$ cat config.mk
export PLATFORM = sky130hd
export DESIGN_NAME = bcd_counter_n_flat
export DESIGN_NICKNAME = d
export VERILOG_FILES = /design/src/rtl/bcd_counter_n_if.sv /design/src/rtl/bcd_counter_n.sv /design/src/flat_wrapper.sv
export SDC_FILE = /design/constraint.sdc
export NUM_CORES = 1
export LEC_CHECK = 0
export CELL_PAD_IN_SITES_DETAIL_PLACEMENT = 1
export CELL_PAD_IN_SITES_GLOBAL_PLACEMENT = 2
export CORE_ASPECT_RATIO = 2
export CORE_MARGIN = 2
export CORE_UTILIZATION = 24
export DETAILED_ROUTE_END_ITERATION = 8
export GPL_ROUTABILITY_DRIVEN = 0
export MAX_ROUTING_LAYER = met4
export PLACE_DENSITY = 0.79
export SYNTH_ARGS = -nofsm -noshare
export SYNTH_HDL_FRONTEND = slang
export SYNTH_SLANG_ARGS = --single-unit
export TNS_END_PERCENT = 1
$ cat constraint.sdc
create_clock -name clk -period 2.1 [get_ports clk]
set_input_delay 0.315 -clock clk [delete_from_list [all_inputs] [get_ports clk]]
set_output_delay 0.315 -clock clk [all_outputs]
set_load 0.01 [all_outputs]
$ cat src/rtl/bcd_counter_n_if.sv
// Control/status bundle for the multi-digit BCD counter.
// The master drives count controls and load data; the slave returns count and flags.
interface bcd_counter_n_if #(
  parameter int DIGITS = 4
);
  logic                  en;
  logic                  up;
  logic                  ld;
  logic [4*DIGITS-1:0]   ld_val;
  logic [4*DIGITS-1:0]   cnt;
  logic                  tc;
  logic                  wrap;
  logic                  ld_err;

  modport master (
    output en, up, ld, ld_val,
    input  cnt, tc, wrap, ld_err
  );

  modport slave (
    input  en, up, ld, ld_val,
    output cnt, tc, wrap, ld_err
  );
endinterface

$ cat src/rtl/bcd_counter_n.sv
// Cascaded DIGITS-digit BCD up/down counter with parallel load,
// wrap or saturate at the range ends, and terminal-count/wrap/load-error flags.
module bcd_counter_n #(
  parameter int DIGITS = 4,
  parameter bit SAT    = 1'b0
) (
  input  logic           clk,
  input  logic           rst,
  bcd_counter_n_if.slave bus
);
  localparam int W = 4 * DIGITS;

  logic [W-1:0] r_cnt;
  logic         r_wrap;
  logic         r_ld_err;
  logic         r_in_rst;

  logic [W-1:0] w_cnt_nxt;
  logic         w_at_end;
  logic         w_ld_ok;

  // Ripple the step condition up through the digits; w_at_end ends up true
  // only when every digit sits at its terminal value for the current direction.
  always_comb begin
    w_cnt_nxt = r_cnt;
    w_at_end  = 1'b1;
    w_ld_ok   = 1'b1;
    for (int k = 0; k < DIGITS; k++) begin
      if (w_at_end) begin
        if (bus.up) begin
          w_cnt_nxt[4*k +: 4] = (r_cnt[4*k +: 4] == 4'd9) ? 4'd0 : r_cnt[4*k +: 4] + 4'd1;
        end else begin
          w_cnt_nxt[4*k +: 4] = (r_cnt[4*k +: 4] == 4'd0) ? 4'd9 : r_cnt[4*k +: 4] - 4'd1;
        end
      end
      w_at_end = w_at_end & (bus.up ? (r_cnt[4*k +: 4] == 4'd9) : (r_cnt[4*k +: 4] == 4'd0));
      if (bus.ld_val[4*k +: 4] > 4'd9) begin
        w_ld_ok = 1'b0;
      end
    end
  end

  always_ff @(posedge clk) begin
    r_in_rst <= ~rst;
    if (!rst) begin
      r_cnt    <= '0;
      r_wrap   <= 1'b0;
      r_ld_err <= 1'b0;
    end else begin
      r_wrap   <= 1'b0;
      r_ld_err <= 1'b0;
      if (bus.ld) begin
        if (w_ld_ok) begin
          r_cnt <= bus.ld_val;
        end else begin
          r_ld_err <= 1'b1;
        end
      end else if (bus.en) begin
        if (!w_at_end) begin
          r_cnt <= w_cnt_nxt;
        end else if (!SAT) begin
          r_cnt  <= w_cnt_nxt;
          r_wrap <= 1'b1;
        end
      end
    end
  end

  assign bus.cnt    = r_cnt;
  // Held low through reset so every output reads 0 until the first post-reset edge.
  assign bus.tc     = bus.en & w_at_end & ~r_in_rst;
  assign bus.wrap   = r_wrap;
  assign bus.ld_err = r_ld_err;
endmodule

$ cat src/flat_wrapper.sv
// flat-port wrapper written by rule: the top's interface ports become plain ports
module bcd_counter_n_flat 
#(
  parameter int DIGITS = 4,
  parameter bit SAT    = 1'b0
)
  (clk, rst, bus_en, bus_up, bus_ld, bus_ld_val, bus_cnt, bus_tc, bus_wrap, bus_ld_err);
  bcd_counter_n_if #(.DIGITS(DIGITS)) bus_i ();
  input  logic clk;
  input  logic rst;
  input wire logic [$bits(bus_i.en)-1:0] bus_en;
  input wire logic [$bits(bus_i.up)-1:0] bus_up;
  input wire logic [$bits(bus_i.ld)-1:0] bus_ld;
  input wire logic [$bits(bus_i.ld_val)-1:0] bus_ld_val;
  output wire logic [$bits(bus_i.cnt)-1:0] bus_cnt;
  output wire logic [$bits(bus_i.tc)-1:0] bus_tc;
  output wire logic [$bits(bus_i.wrap)-1:0] bus_wrap;
  output wire logic [$bits(bus_i.ld_err)-1:0] bus_ld_err;
  assign bus_i.en = bus_en;
  assign bus_i.up = bus_up;
  assign bus_i.ld = bus_ld;
  assign bus_i.ld_val = bus_ld_val;
  assign bus_cnt = bus_i.cnt;
  assign bus_tc = bus_i.tc;
  assign bus_wrap = bus_i.wrap;
  assign bus_ld_err = bus_i.ld_err;
  bcd_counter_n #(.DIGITS(DIGITS), .SAT(SAT)) u_core (.clk(clk), .rst(rst), .bus(bus_i));
endmodule
# Yosys cells after proc, flatten, opt, wreduce, memory -nomap -nowiden
# Index checks and enable logic that the tools add are counted.
# totals
inputBits	21
latch_bits	0
out_inout_bits	19
register_bits	19
elab_cells	74
mem_bits_rw	0
mem_bits_ro	0
memories	0
# op_classes
eq_ne	5
magnitude_cmp	4
mux	28
shift	0
multipliers	0
reduce_logical	14
div	0
addsub	8
n_bitwise	8
# ops
op	n
4-bit 2-to-1 mux	15
16-bit 2-to-1 mux	3
4-bit by 1-bit adder with 4-bit output, second input constant	4
4-bit == test, second input constant	4
4-bit greater-than comparator, second input constant	4
4-bit logical NOT	4
4-bit by 1-bit subtractor with 4-bit output, second input constant	4
1-bit 2-to-1 mux	10
3-bit AND reduction	3
2-bit nonzero test	4
1-bit AND	5
2-bit AND reduction	2
1-bit NOT	3
3-bit OR reduction	1
2-bit by 1-bit inequality test with 1-bit output, second input constant	1

# Depth between registers and ports, before layout
# Gate-level depths: netlist (run 1).
# logic_depth
word_depth	7
mapped_depth	7
depth_no_buf	5

# Worst setup path after synthesis (run 1)
# Ideal clock, no wire load.
# synth_path
path_type	register to output
start	reg u_core.r_cnt[3] (netlist: u_core.bus.cnt[3])
end	out bus_tc
slack_ns	-0.096
t_required_ns	1.785
n_path_buf	0
stages_incl_launch_ff	6
t_arrival_ns	1.881
path_cell_list	dfxtp_1 or3_1 a211oi_2 nand3_1 or4_4 nor3b_2
# synth_via
elab_chain_cells	7
word_cells_on_any_way	8
cone_classes	eq/ne (1); mux (1); bitwise (5); reduce/logical (1)
# synth_lines
item	line_no	source
start, declared	bcd_counter_n.sv:13	logic [W-1:0] r_cnt;
start signal, assigned	bcd_counter_n.sv:54	r_cnt <= bus.ld_val;
start signal, assigned	bcd_counter_n.sv:60	r_cnt <= w_cnt_nxt;
start signal, assigned	bcd_counter_n.sv:62	r_cnt <= w_cnt_nxt;
4-bit == test or 4-bit logical NOT (tied branches)	bcd_counter_n.sv:36	w_at_end = w_at_end & (bus.up ? (r_cnt[4*k +: 4] == 4'd9) : (r_cnt[4*k +: 4] == 4'd0));
1-bit 2-to-1 mux (*)	bcd_counter_n.sv:36	
1-bit AND (*) (3 in series)	bcd_counter_n.sv:36	
1-bit AND (*) (2 in series)	bcd_counter_n.sv:71	assign bus.tc = bus.en & w_at_end & ~r_in_rst;
end, declared	flat_wrapper.sv:16	output wire logic [$bits(bus_i.tc)-1:0] bus_tc;
# Mark *: on every way between the ends. The rest lies on a longest branch, timed or not.

# Final worst setup path (run 1)
# layout_path
start	reg u_core.r_cnt[7] (netlist: u_core.bus.cnt[7])
end	out bus_tc
# Same word-level chain as after synthesis.

==> results of run 1 <==
==> worst min path at each step <==
stage	startpoint	to	slack, ns	depth (start not counted)
4_1_cts	u_core.bus.cnt[12]	u_core.bus.cnt[12]	0.63	2
2_1_floorplan	rst	u_core.bus.cnt[10]	0.46	2
5_1_grt	u_core.bus.cnt[12]	u_core.bus.cnt[12]	0.67	2
3_5_place_dp	u_core.bus.cnt[12]	u_core.bus.cnt[12]	0.61	2
6_report	u_core.bus.cnt[15]	u_core.bus.cnt[15]	0.65	3
3_3_place_gp	u_core.bus.cnt[12]	u_core.bus.cnt[12]	0.59	2
==> power by group <==
group | internal, mW | switching [mW] | total [mW]
Sequential | 0.383 | 0.0158 | 0.399
Clock | 0.259 | 0.150 | 0.409
Combinational | 0.225 | 0.210 | 0.435
==> through the flow <==
stage	power, mW	area, sq um	TNS, ns	util (%)	std cells
after floorplan	0.605	1520	0	-	207
after detailed placement	0.800	2210	-4.12	36.5	344
after global placement	0.794	2210	-2.88	36.5	344
after CTS	1.23	2390	-0.790	39.4	359
final	1.24	2460	-0.531	40.6	359
after global routing	1.30	2460	-0.655	40.6	359
==> layout by cell type (no fill, tap or decap), types with 4 or more instances in the layout <==
cell / synthesis / final
nor4_1: 4 / 4
a31oi_1: 7 / 7
dfxtp_1: 19 / 15
dfxtp_2: 0 / 4
buf_6: 0 / 8
nand2b_1: 4 / 4
o2111ai_1: 6 / 5
inv_1: 4 / 4
mux2i_1: 5 / 5
buf_4: 0 / 39
clkdlybuf4s50_1: 0 / 37
a21oi_1: 13 / 13
nor2_1: 15 / 15
nand3_1: 13 / 11
xnor2_1: 4 / 4
o31ai_1: 5 / 5
nor2b_1: 4 / 4
o211ai_1: 4 / 4
o21ai_0: 17 / 17
nand2_1: 15 / 15
nor3_1: 6 / 6
==> registers in the layout (all words and copies together), names as in the netlist <==
| register | count |
|---|---|
| u_core.bus.cnt | 16 |
| u_core.bus.ld_err | 1 |
| u_core.bus.wrap | 1 |
| u_core.r_in_rst | 1 |
==> repair_timing <==
item                                    4_1_cts  5_1_grt
gates resized for setup                      13       14
buffers inserted                             11        1
endpoints found under the setup margin        4        3
gates cloned                                  0        0
pin swaps                                     5        6
==> layer usage <==
metal / vias to the layer above / part of all wire (%) / routed length [um]
met5: - / 0 / 0
met1: 905 / 42 / 2370
met3: 5 / 3.0 / 171
li1: 912 / - / -
met4: 0 / 1.1 / 61
met2: 36 / 54 / 3030
==> kinds of logic (layout without fill, tap and decap cells) <==
family | count (synthesis) | in the layout
simple gates | 79 | 79
compound gates | 71 | 71
buf+inv | 27 | 95
flops | 19 | 19
xor+xnor | 6 | 6
mux | 5 | 5
==> cell type report <==
type / instances / area, sq um / share of cell area (%)
sequential: 19 / 385 / 15.7
tap: 84 / 105 / 4.28
inverter: 4 / 15.0 / 0.611
clock buffer: 4 / 78.8 / 3.21
timing repair buffer: 87 / 783 / 31.9
multi-input combinational: 161 / 1090 / 44.3
==> tightest hold or removal path, stage by stage, from the launching register on <==
cell,delay (ns)
dfxtp_1,0.33
buf_4,0.16
nand2_1,0.05
mux2i_1,0.06
==> metrics.cfg, run 1 <==
[outcome]
status = finished with violations
violations = setup timing

[synthesis]
ys_warn_count = 0
synth_top_family_by_area = compound AO/OA/AOI/OAI gates
async_reset_ff_share_pct = 0
muxShareOfSynthArea_pct = 3.32
synth_area_sq_um = 1510
ys_seq_area_share_pct = 25.2
synth_edf_count = 0
synth.area.top_cells = dfxtp_1, o21ai_0, clkbuf_1
synth_fa_ha_area_share_pct = 0
avgSynthCellArea_sq_um = 7.28
synth_compound_area_share_pct = 32.4
synthFlopType = dfxtp_1
synth-xor-area-share_pct = 3.49
synth_cell_type_count = 47
synth_top_area_share_pct = 25.2
yosys.area_share.simple_pct = 28.7
synth-seq-cells = 19
yosys-top-cells-count = clkbuf_1, dfxtp_1, o21ai_0
mappedNetlistNets = 228
syn_inst = 207
yosys.area.top_type = dfxtp_1
synth_most_common_cell = clkbuf_1

[grt]
grt_use_met1_pct = 22.2
grt-busiest-layer = met2
grtUsageMet3_pct = 2.99
grt_overflow = 0
grt_max_degree = 16
antenna_found_initial = 0
grt_first_pass_wirelength_mm = 9.40
grt_pass1_vias = 1853
grt_usage_pct = 18.0
grtUsageMet2_pct = 29.6

[critical_path]
start_kind = flop
cpPeakStageDelay_ns = 0.47
cp-endpoint = bus_tc
path_class = reg -> out
cp_top_family = simple AND/OR/NAND/NOR gates
startpoint = u_core.bus.cnt[7]
crit_slowest_cell = or4_4
crit_arrival_ns = 2.15
r2r_cells = 12
cp_data_required_time_ns = 1.78
crit_fanout = 2
crit_chain = or3_1 > a211oi_2 > nand3_2 > or4_4 > nor3b_4 > buf_2
endpoint_kind = output port
critPathBufInv = 1
r2r_end = u_core.bus.cnt[12]
r2r_slack_ns = -0.17
path_depth = 6
crit-reg2reg-launch = u_core.bus.cnt[7]

[place]
portBuffers = 39
place_ws_ns = -1.06
dp_hpwl_mm = 4.04

[floorplanning]
boundaryPins = 40
rows = 40
die_area_sq_um = 6970
die_h_um = 116
die_w_um = 60.0
initial_core_util_pct = 24.9
core_sq_um = 6060

[timing]
max_slew_margin_pct = 69.4
fmax_mhz = 406
rsz0062_at_grt = yes
finalMaxSlewViolations = 0
fin_crit_ns = 2.46
skew_ns = 0.00311
timing.hold.ws_ns = 0.646
setup_viol = 2
setup_ws_ns = -0.365
hold_viol = 0
worst_pin_slew_ns = 0.459
finalCritPeriodShare_pct = 117

[power]
powerDensity_nw_per_um2 = 506
leakagePower_nw = 0.949
vdd_drop_max_v = 0.000234

[route]
drcViolationCount = 0
drt-total-wl_mm = 5.63
drtPass1Iterations = 4
wl_per_cell_um = 15.7
num_vias = 1858
via_per_inst = 5.18
ant_nets = 0
drtIter0Drc = 49

[clocking]
cts_tree = yes
htree_levels = 1
cts.path.max_buffers = 2
cts_sinks = 19
root_buffer = clkbuf_16
clk_latency_ns = 0.26
cts_made_buffers = 3
path_clk_slew_ns = 0.06
cts.hold.buffers_added = 0

[layout]
fin_nets = 297
diodes = 0
nFillCells = 744
drive_above_1_share_pct = 26.2
syn2layout_area_growth_pct = 63.0

[min_path]
min_path_type = reg -> reg

[job]
cap_violations = 0

Power figures use the tool's default switching activity.
==> run 2, diff against run 1 <==
CTS_CLUSTER_DIAMETER = 30   (was unset)
==> results of run 2 <==
No change in the layout: final DEF, timing and power equal those of run 1.
==> run 3, diff against run 2 <==
GPL_TIMING_DRIVEN = 0   (was unset)
SKIP_CTS_REPAIR_TIMING = 1   (was unset)
==> metrics.cfg, run 3 (same netlist as run 1, synthesis figures left out) <==
[grt]
grt_overflow = 0
antenna_found_initial = 0
grt_usage_pct = 16.8
grt_pass1_vias = 1690
grt_max_degree = 12
grt_first_pass_wirelength_mm = 8.70

[power]
switchingPower_mw = 0.377
clkPwrFrac_pct = 34.7
internal_power_mw = 0.816
vdd_drop_max_v = 0.000240
leakagePower_nw = 0.780
p_sw_share_pct = 31.6
power.share.combinational_pct = 32.0
p_seq_share_pct = 33.4
powerDensity_nw_per_um2 = 543

[clocking]
cts_tree = yes
cts.path.max_buffers = 2
path_clk_slew_ns = 0.06
root_buffer = clkbuf_16
cts_made_buffers = 3
cts_sinks = 19
clk_latency_ns = 0.26
htree_levels = 1

[timing]
fmax_mhz = 386
setup_ws_ns = -0.488
setup_viol = 3
max_slew_margin_pct = 57.9
skew_ns = 0.00284
worst_pin_slew_ns = 0.631
hold_viol = 0
finalMaxSlewViolations = 0
rsz0062_at_grt = yes
timing.hold.ws_ns = 0.594
fin_crit_ns = 2.59
finalCritPeriodShare_pct = 123

[layout]
final_cell_mix = clkdlybuf4s50_1, clkbuf_1, o21ai_0
fin_cells = 339
diodes = 0
drive_above_1_share_pct = 13.7
multi_input_area_sq_um = 1080
largest_register_ffs = 16
nFillCells = 757
seqCellArea_sq_um = 398
fin_util_pct = 36.3
fin_nets = 277
final_common_cell = clkdlybuf4s50_1
syn2layout_area_growth_pct = 45.6

[route]
drt-total-wl_mm = 5.55
drcViolationCount = 0
drtIter0Drc = 29
drtPass1Iterations = 4
via_per_inst = 5.27
num_vias = 1785
wl_per_cell_um = 16.4
ant_nets = 0

[place]
dp_hpwl_mm = 4.13
portBuffers = 39
dp.cells = 330

[floorplanning]
die_area_sq_um = 6970
rows = 40
die_w_um = 60.0
die_h_um = 116
initial_core_util_pct = 24.9
core_sq_um = 6060
boundaryPins = 40

[min_path]
min_path_type = reg -> reg
min_to = u_core.bus.cnt[15]
holdPathStages = 2
holdCritStartpoint = u_core.bus.cnt[15]

[critical_path]
cp_data_required_time_ns = 1.78
r2r_cells = 7
path_class = reg -> out
endpoint_kind = output port
r2r_slack_ns = 0.11
start_kind = flop
crit_fanout = 3
r2r_end = u_core.bus.cnt[8]
crit_arrival_ns = 2.27
crit-reg2reg-launch = u_core.bus.cnt[7]

[outcome]
violations = setup timing
status = finished with violations

[job]
cap_violations = 0

## run 3: cell count changes in the layout (fill, tap and decap cells not counted), sizes merged
cell,delta
buf,-42
clkbuf,+20
clkinv,+1
dlymetal6s2s,+1
## run 3: worst max-delay path by stage
stage                            from  endpoint  slack, ns
floorplan           u_core.bus.cnt[3]    bus_tc       0.03
global placement               bus_up    bus_tc      -1.14
detailed placement             bus_up    bus_tc      -1.18
CTS                            bus_up    bus_tc      -1.18
global route        u_core.bus.cnt[0]    bus_tc      -0.57
finish              u_core.bus.cnt[0]    bus_tc      -0.49
## run 3: power groups by stage
stage / clock network, mW / registers [mW] / logic, mW
finish: 0.413 / 0.398 / 0.381
global route: 0.431 / 0.401 / 0.417
CTS: 0.424 / 0.406 / 0.341
detailed placement: 0 / 0.414 / 0.339
global placement: 0 / 0.414 / 0.336
floorplan: 0 / 0.418 / 0.187
## run 3: metal layers
| metal | GRT usage [%] | up-vias | routed length, um |
|---|---|---|---|
| met5 | - | - | 0 |
| met4 | 3.41 | 0 | 48 |
| met3 | 2.33 | 5 | 174 |
| met2 | 29.9 | 34 | 3010 |
| met1 | 19.6 | 871 | 2310 |
| li1 | - | 875 | - |
## run 3: final cells by class
class | count | share of cell area (%)
clock inverters | 1 | 0.228
flip-flops and latches | 19 | 18.1
well taps | 84 | 4.79
inverters | 4 | 0.684
multi-input cells | 161 | 49.2
repair buffers | 44 | 19.4
plain buffers | 23 | 4.22
clock buffers | 3 | 3.42
## run 3: per-stage QoR
stage / instance area (sq um) / total power [mW] / setup TNS [ns] / worst slack (ns)
2_1_floorplan: 1520 / 0.605 / 0 / 0.0317
3_3_place_gp: 2010 / 0.750 / -8.64 / -1.14
3_5_place_dp: 2010 / 0.753 / -9.27 / -1.18
4_1_cts: 2090 / 1.17 / -4.82 / -1.18
5_1_grt: 2200 / 1.25 / -1.73 / -0.567
6_report: 2200 / 1.19 / -0.514 / -0.488
## run 3: worst max-delay path, cell delays in order (launching register included)
cell and delay [ns]:
dfxtp_4 0.35, or3_4 0.39, a211oi_4 0.31, nand3_2 0.12
or4_4 0.52, nor3b_4 0.18, buf_2 0.15
